$ cat src/rtl/uart_pkg.sv
// uart_pkg: shared UART widths, baud/gap defaults and the command assembler state type.
package uart_pkg;
  localparam int BYTE_W = 8;
  localparam int CMD_W = 16;
  localparam int CLK_HZ = 50_000_000;
  localparam int BAUD = 19200;
  localparam int BIT_CYCLES = CLK_HZ / BAUD;
  localparam int GAP_CYCLES = 52080;
  typedef enum logic {WAIT_HI, WAIT_LO} asm_state_t;
endpackage

$ cat src/rtl/uart_cmd_assembler_gap_timer.sv
// gap_timer: loadable down-counter that stops at zero and flags expiry.
module gap_timer #(
  parameter int GAP_CYCLES = 52080,
  parameter int TMR_W = 16
) (
  input  logic clk,
  input  logic rst_n,
  input  logic load,
  input  logic en,
  output logic expired
);
  logic [TMR_W-1:0] cnt;
  always_ff @(posedge clk or negedge rst_n)
    if (!rst_n) cnt <= '0;
    else if (load) cnt <= TMR_W'(GAP_CYCLES);
    else if (en && cnt != '0) cnt <= cnt - TMR_W'(1);
  assign expired = cnt == '0;
endmodule

$ cat src/rtl/uart_cmd_assembler.sv
// uart_cmd_assembler: pairs received bytes (high first) into 16-bit commands with overrun and gap-timeout resync.
module uart_cmd_assembler
  import uart_pkg::*;
#(
  parameter int GAP_CYCLES = uart_pkg::GAP_CYCLES,
  parameter int TMR_W = 16
) (
  input  logic              clk,
  input  logic              rst_n,
  input  logic [BYTE_W-1:0] rx_data,
  input  logic              rx_rdy,
  output logic              rx_clr_rdy,
  input  logic              clr_cmd_rdy,
  output logic [CMD_W-1:0]  cmd,
  output logic              cmd_rdy,
  output logic              overrun,
  output logic              frame_err
);
  asm_state_t state;
  logic [BYTE_W-1:0] hi_byte;
  logic expired;
  logic complete;
  assign complete = state == WAIT_LO && rx_rdy;
  // Every byte seen is consumed in the same cycle, whichever state we are in.
  assign rx_clr_rdy = rst_n && rx_rdy;
  gap_timer #(.GAP_CYCLES(GAP_CYCLES), .TMR_W(TMR_W)) u_gap_timer (
    .clk(clk),
    .rst_n(rst_n),
    .load(state == WAIT_HI && rx_rdy),
    .en(state == WAIT_LO && !rx_rdy),
    .expired(expired)
  );
  always_ff @(posedge clk or negedge rst_n)
    if (!rst_n) begin
      state <= WAIT_HI;
      hi_byte <= '0;
      cmd <= '0;
      cmd_rdy <= 1'b0;
      overrun <= 1'b0;
      frame_err <= 1'b0;
    end else begin
      frame_err <= 1'b0;
      // An ack coinciding with completion belongs to the old command.
      cmd_rdy <= complete || (cmd_rdy && !clr_cmd_rdy);
      overrun <= complete ? (overrun || (cmd_rdy && !clr_cmd_rdy)) : (overrun && !clr_cmd_rdy);
      if (state == WAIT_HI) begin
        if (rx_rdy) begin
          hi_byte <= rx_data;
          state <= WAIT_LO;
        end
      end else if (rx_rdy) begin
        cmd <= {hi_byte, rx_data};
        state <= WAIT_HI;
      end else if (expired) begin
        frame_err <= 1'b1;
        state <= WAIT_HI;
      end
    end
endmodule
$ cat config.mk
export PLATFORM = sky130hd
export DESIGN_NAME = uart_cmd_assembler
export DESIGN_NICKNAME = d
export VERILOG_FILES = /design/src/rtl/uart_pkg.sv /design/src/rtl/uart_cmd_assembler_gap_timer.sv /design/src/rtl/uart_cmd_assembler.sv
export SDC_FILE = /design/constraint.sdc
export NUM_CORES = 1
export LEC_CHECK = 0
export ABC_AREA = 1
export BUFFER_PORTS_ARGS = -buffer_cell sky130_fd_sc_hd__buf_2
export CAP_MARGIN = 15
export CORE_ASPECT_RATIO = 0.8
export CORE_MARGIN = 1.5
export CORE_UTILIZATION = 30
export DETAILED_ROUTE_END_ITERATION = 8
export GPL_TIMING_DRIVEN = 1
export MAX_ROUTING_LAYER = met4
export RECOVER_POWER = 100
export REMOVE_ABC_BUFFERS = 1
export SYNTH_ARGS = -nofsm -noshare
export SYNTH_HDL_FRONTEND = slang
export SYNTH_SLANG_ARGS = --single-unit
$ cat constraint.sdc
create_clock -name clk -period 3.2 [get_ports clk]
set_clock_uncertainty 0.05 [all_clocks]
set_input_delay 0.64 -clock clk [delete_from_list [all_inputs] [get_ports clk]]
set_output_delay 0.64 -clock clk [all_outputs]
set_load 0.01 [all_outputs]
### After elaboration in Yosys (flattened, before gate mapping)

Index checks and enable logic that the tools add are counted.

* register bits: 44
* output and inout bits: 20

* bitwise operators: 1
* mux-type cells: 10
* reductions and logical operators: 16
* $add $sub $neg: 1

Operators by type and width (number)
* 16-bit two-way mux: 2
* 16-bit logical NOT: 1
* 16-bit nonzero test: 1
* 16-bit by 1-bit subtractor with 16-bit output (second input constant): 1
* 1-bit two-way mux: 8
* 1-bit logical AND: 7
* 2-bit AND reduction: 2
* 1-bit logical NOT: 2
* 1-bit logical OR: 2
* 2-bit nonzero test: 1
* 1-bit inverter: 1

### Logic depth before layout (Yosys ltp)

Gate-level depths: netlist of run 1.

* depth after elaboration: 5
* gate-level depth with buffers: 10

### Cells and area by module

Synthesis of run 1 repeated with hierarchy kept, for this count alone.

* cells, all modules: 277
* area, all modules: 2260.9 um^2

By module, submodules not included
* uart_cmd_assembler: cells an instance 118, sequential area each 700.7 um^2, area an instance 1182.4 um^2, instances 1
* gap_timer: cells an instance 159, sequential area each 400.4 um^2, area an instance 1078.5 um^2, instances 1

### Worst setup path before layout of run 1

Ideal clock, no wire load.

* kind: input port to flip-flop
* start: in rx_rdy
* end: reg cmd[6]
* path buffers: 1
* stages: 3
* arrival time: 1.377 ns
* path slack: 1.648 ns
* setup time: 0.125 ns
* required time: 3.025 ns
* path through: nand2_1 > buf_2 > mux2_2

* longest elaborated chain between the ends: 1

RTL lines
* from (decl): RTL line uart_cmd_assembler.sv:11 `input logic rx_rdy,`
* 2-bit AND reduction (no line)
* to (signal assigned): RTL line uart_cmd_assembler.sv:52 `cmd <= {hi_byte, rx_data};`
* to (decl): RTL line uart_cmd_assembler.sv:14 `output logic [CMD_W-1:0] cmd,`

Every way passes these cells.
A chain may end at the register's enable or synchronous reset.

### Final worst setup path of run 1

* start: in rx_rdy
* end: reg u_gap_timer.cnt[7]

* longest elaborated chain between the ends: 4
* elaborated cells between the ends (all ways): 6
* classes of those cells: mux (1); reduce/logical (5)

RTL lines
* 1-bit logical NOT: RTL line uart_cmd_assembler.sv:30 `.en(state == WAIT_LO && !rx_rdy),`
* 1-bit logical AND: RTL line uart_cmd_assembler.sv:30
* 1-bit logical AND: RTL line uart_cmd_assembler_gap_timer.sv:16 `else if (en && cnt != '0) cnt <= cnt - TMR_W'(1);`
* 2-bit nonzero test (no line)
* to (signal assigned): RTL line uart_cmd_assembler_gap_timer.sv:15 `else if (load) cnt <= TMR_W'(GAP_CYCLES);`
* to (signal assigned): RTL line uart_cmd_assembler_gap_timer.sv:16
* to (decl): RTL line uart_cmd_assembler_gap_timer.sv:12 `logic [TMR_W-1:0] cnt;`

Parallel ways exist; a longest one is shown, timed or not.

==> reports/qor.yml, run 1 <==
run_status:
  status: "complete, no violations"
place:
  gp_congestion: 0.8427
  post-place-ws_ns: 1.201
  portBuffers: 31
  dp.final_hpwl_um: 2983
sta:
  setup_viol: 0
  timing.final.crit_share_pct: 70.14
  worst_slack_ns: 0.9554
  hold-worst-slack_ns: 0.4378
  hold_viol_final: 0
  maxSlewViolCount: 0
  period_needed_ns: 2.245
  slew_headroom_pct: 46.39
  worstMarginPinSlew_ns: 0.8022
  fin_tns_setup_ns: 0
  fmax_ghz: 0.4455
  rsz0062_at_grt: "false"
cts:
  path_clk_slew_ns: 0.09
  htree_num_levels: 2
  cts.sinks: 44
  postCtsResizedCells: 0
  cts_tree: "done"
  root_buffer: "clkbuf_8"
  clock_latency_ns: 0.29
  cts_setup_buffers: 0
  cts.path.max_buffers: 2
  hold_buffers: 0
  cts_buffers: 5
synthesis:
  synth.area.top_cells: "dfrtp_1 52%, nand2_1 12%, inv_1 5.9%"
  syn_inst: 249
  synthDistinctLibCells: 24
  synth_common_cells: "69 x nand2_1, 44 x dfrtp_1, 33 x inv_1"
  netlist.area_leader.share_pct: 52.26
  synthArstFlopShare_pct: 100.0
  syn_area_sq_um: 2107
  yosysMostFrequentCell: "nand2_1"
  yosysWarnings: 0
  synth_ff_type: "dfrtp_1"
  syn_avg_cell_area_sq_um: 8.462
  yosysTopAreaCell: "dfrtp_1"
  seq_area_frac_synth_pct: 52.26
  ys_ff_latch: 44
  synth-edff-count: 0
critical_path:
  ff2ff_setup_slack_ns: 1.07
  cp-start-kind: "primary input"
  worstSetupEndpointType: "flip-flop"
  worstReg2RegStart: "state"
  reg2regPathDepth: 7
  critPathRequiredTime_ns: 3.32
  critPathKind: "in -> reg"
  crit_path_max_fanout: 18
  critPathLaunch: "rx_rdy"
  crit_end: "u_gap_timer.cnt[7]"
  arrival_ns: 2.37
  r2r_end: "u_gap_timer.cnt[7]"
pwr:
  p_sw_mw: 0.5841
  p_leak_nw: 1.151
  seqPwrFrac_pct: 48.8
  p_int_mw: 1.024
  power_density_nw_per_um2: 673.4
  swShare_pct: 36.32
  vdd_drop_max_mv: 0.1936
  pwr-share-comb_pct: 30.2
  p_total_mw: 1.608
  power.share.clock_pct: 21.0
finish:
  diodes: 0
  nFillCells: 719
  final_nets: 297
  multi_input_area_sq_um: 823.3
  drive_gt1_share_pct: 11.93
  area_growth_pct: 13.36
  register_area_sq_um: 1101
floorplan:
  core_area_sq_um: 6824
  start_util_pct: 30.88
  placementRows: 27
  ioPinCount: 32
  die_h_um: 77.96
  die-area_sq_um: 7538
  die_w_um: 96.70
route:
  drc: 0
  routed_via_density: 4.339
  wl_met2_um: 1701
  num_vias: 1614
  dr.max_layer_used: "met4"
  antenna_left: 0
  finalWirelength_um: 3990
  wl_met3_um: 117
  drtPass1Iterations: 4
  wl_per_cell_um: 10.73
  first_iter_violations: 101
  wl_met1_um: 2152
global_routing:
  antenna_found_initial: 0
  track_usage_pct: 11.56
  grt_pass1_wl_um: 6934
  grt_pass1_vias: 1429
  grt_max_degree: 45
  grt.overflow.total: 0
min_path:
  hold_class: "reg -> reg"
job:
  drv_cap: 0
-- per-stage QoR --
| stage | std cells | utilization [%] | area (sq um) |
|---|---|---|---|
| 4_1_cts | 372 | 35.85 | 2446 |
| 2_1_floorplan | 244 | - | 2078 |
| 5_1_grt | 372 | 35.00 | 2389 |
| 6_report | 372 | 35.00 | 2389 |
| 3_5_place_dp | 364 | 34.54 | 2357 |
| 3_3_place_gp | 364 | 34.54 | 2357 |
-- final cells by class --
| cell class | instances | share of cell area, % |
|---|---|---|
| sequential | 44 | 46.10 |
| multi-input combinational | 166 | 34.47 |
| timing repair buffer | 33 | 5.815 |
| inverter | 34 | 5.343 |
| tap | 87 | 4.557 |
| clock buffer | 6 | 3.038 |
| clock inverter | 2 | 0.6810 |
-- worst max-delay path, stage by stage --
cell and delay, ns:
clkbuf_1 0.11, inv_1 0.07, nor2_2 0.07, clkbuf_1 0.50, inv_1 0.39, nand2_4 0.27
inv_1 0.15, nand2_1 0.09, nand2_1 0.05
-- cells by family (layout without fill, tap and decap cells) --
kind of cell	after synthesis	in the layout	share of synthesized area, %
and+or+nand+nor	125	125	26.31
DFF	44	44	52.26
buffers and inverters	39	75	7.423
AOI/OAI and AO/OA	31	31	8.729
muxes	8	8	4.276
adders and majority gates	1	1	0.5937
xor gates and xnor gates	1	1	0.4158
-- routing by layer --
layer,vias up,GRT usage [%]
met2,22,16.29
met4,0,3.043
met1,733,16.65
met5,-,-
met3,2,2.613
li1,857,-
-- flip-flops by register name (all words and copies together) (netlist names) --
name / flops
state: 1
frame_err: 1
hi_byte: 8
u_gap_timer.cnt: 16
cmd_rdy: 1
overrun: 1
cmd: 16
-- worst min-delay path by stage --
stage | startpoint | endpoint | depth (start not counted)
6_report | cmd[12] | cmd[12] | 2
5_1_grt | cmd[14] | cmd[14] | 2
4_1_cts | cmd[14] | cmd[14] | 2
3_5_place_dp | cmd[14] | cmd[14] | 2
3_3_place_gp | cmd[12] | cmd[12] | 2
2_1_floorplan | rst_n | cmd[0] | 0
-- power by group through the flow --
stage	Clock (mW)	Combinational, mW	Sequential (mW)
floorplan	0	0.358	0.806
global placement	0	0.533	0.793
detailed placement	0	0.539	0.795
CTS	0.354	0.542	0.784
global route	0.376	0.559	0.805
finish	0.339	0.486	0.784
-- placed cells by master (no fill, tap or decap) --
cell type,n
nand2_1,69
dfrtp_1,44
inv_1,34
o21ai_0,26
clkbuf_1,24
nor2_1,22
nand3_1,16
buf_2,9
mux2_2,8
nand4_1,5
clkbuf_8,5
nor2_2,4
nand3b_1,3
nand2_2,2
nand2_4,2
o22ai_1,2
a21oi_1,2
nor2_4,1
nor3_1,1
xnor2_1,1
o21bai_1,1
ha_1,1
clkinvlp_4,1
clkinv_4,1
buf_4,1
Note: power is estimated with default switching activity, not from simulation.
==> run 2, diff against run 1 <==
Clock period 3.2 ns to 2.2 ns, I/O delays scaled along.
==> run 2 against run 1 <==
  * Utilization up 0.44 points
  * Critical path depth is 6 lower
  * Sequential share of layout area fell by 0.57 points
  * Largest power group unchanged
  * Highest routed layer unchanged
==> reports/qor.yml, run 2 (synthesis results as in run 1) <==
run_status:
  status: "complete, no violations"
floorplan:
  die_w_um: 96.70
  core_area_sq_um: 6824
  die_h_um: 77.96
  die-area_sq_um: 7538
  placementRows: 27
  start_util_pct: 30.88
  ioPinCount: 32
sta:
  worst_slack_ns: 0.3676
  fin_tns_setup_ns: 0
  timing.final.crit_share_pct: 83.29
  rsz0062_at_grt: "false"
  setup_viol: 0
  maxSlewViolCount: 0
  slew_headroom_pct: 27.95
  hold-worst-slack_ns: 0.2978
  period_needed_ns: 1.832
  hold_viol_final: 0
  worstMarginPinSlew_ns: 1.081
  fmax_ghz: 0.5457
cts:
  cts.path.max_buffers: 2
  root_buffer: "clkbuf_8"
  postCtsResizedCells: 0
  clock_latency_ns: 0.29
  htree_num_levels: 2
  cts_tree: "done"
  cts.sinks: 44
  path_clk_slew_ns: 0.09
  cts_setup_buffers: 0
  cts_buffers: 5
  hold_buffers: 0
finish:
  diodes: 0
  area_growth_pct: 14.79
  nFillCells: 729
  final_util_pct: 35.44
  stdcell_area_sq_um: 2419
  final_nets: 298
  layout_commonest_cell: "nand2_1"
  drive_gt1_share_pct: 12.59
  top_regs: "cmd: 16 flops, u_gap_timer.cnt: 16 flops, hi_byte: 8 flops"
  final_cell_mix: "71 x nand2_1, 44 x dfrtp_1, 33 x inv_1, 24 x o21ai_0"
global_routing:
  track_usage_pct: 12.36
  grt_max_degree: 45
  grt_pass1_vias: 1630
  antenna_found_initial: 0
  grt.overflow.total: 0
  grt_pass1_wl_um: 7500
pwr:
  power_density_nw_per_um2: 1045
  vdd_drop_max_mv: 0.3489
  p_leak_nw: 1.174
place:
  gp_congestion: 0.8271
  place_area_sq_um: 2365
  portBuffers: 31
  dp.final_hpwl_um: 2916
  post-place-ws_ns: 0.4853
critical_path:
  crit_chain: "nand2_1, clkbuf_1, mux2_2"
  cpMaxStageDelayCell: "clkbuf_1"
  critPathKind: "reg -> reg"
  arrival_ns: 1.97
  worstSetupEndpointType: "flip-flop"
  critPathRequiredTime_ns: 2.34
  ff2ff_setup_slack_ns: 0.37
  critPathMaxStageDelay_ns: 0.79
  crit_buf_inv: 1
  cp-start-kind: "flip-flop"
  critPathTopFamily: "buffers and inverters"
  crit_path_max_fanout: 26
  worstReg2RegStart: "state"
  r2r_end: "cmd[7]"
  reg2regPathDepth: 3
min_path:
  min_from: "clr_cmd_rdy"
  worst_hold_path.endpoint: "cmd_rdy"
  hold_path_depth: 2
  hold_class: "in -> reg"
route:
  finalWirelength_um: 4201
  antenna_left: 0
  drtPass1Iterations: 4
  routed_via_density: 4.550
  first_iter_violations: 92
  wl_per_cell_um: 11.26
  num_vias: 1697
  drc: 0
job:
  drv_cap: 0
[run 2: cell types whose count changed in the layout (fill, tap and decap cells not counted), sizes merged]
cell	delta
bufinv	+1
clkbuf	+1
clkinvlp	-1
[run 2: report_power, final]
part           total, mW  switching (mW)  internal (mW)  leakage, nW
combinational      0.728           0.464          0.263        0.570
sequential          1.14           0.135           1.01        0.542
clock              0.659           0.287          0.372       0.0614
[run 2: layout make-up]
type	instances	area, sq um	share of cell area, %
Clock buffer	6	82.58	3.414
Clock inverter	2	38.79	1.604
Inverter	34	127.6	5.277
Multi-Input combinational cell	166	818.3	33.83
Sequential cell	44	1101	45.53
Tap cell	87	108.9	4.501
Timing Repair Buffer	34	141.4	5.846
[run 2: through the flow]
stage	total power [mW]	instances
floorplan	1.693	244
global placement	1.930	365
detailed placement	1.944	365
CTS	2.611	373
global route	2.716	373
finish	2.528	373
[run 2: routing by layer]
layer	part of all wire [%]	vias to the layer above	track usage [%]
li1	-	857	-
met1	55	788	17.77
met5	0	-	-
met3	4.4	9	2.523
met2	39	43	17.34
met4	1.4	0	3.913
[run 2: how the worst max path moves through the flow]
| stage | cells after the start | slack (ns) | to | startpoint |
|---|---|---|---|---|
| finish | 3 | 0.37 | cmd[7] | state |
| global route | 10 | 0.19 | u_gap_timer.cnt[7] | u_gap_timer.cnt[0] |
| CTS | 10 | 0.47 | u_gap_timer.cnt[15] | u_gap_timer.cnt[0] |
| detailed placement | 10 | 0.49 | u_gap_timer.cnt[14] | u_gap_timer.cnt[0] |
| global placement | 10 | 0.54 | u_gap_timer.cnt[14] | u_gap_timer.cnt[0] |
| floorplan | 7 | 0.56 | u_gap_timer.cnt[7] | rx_rdy |
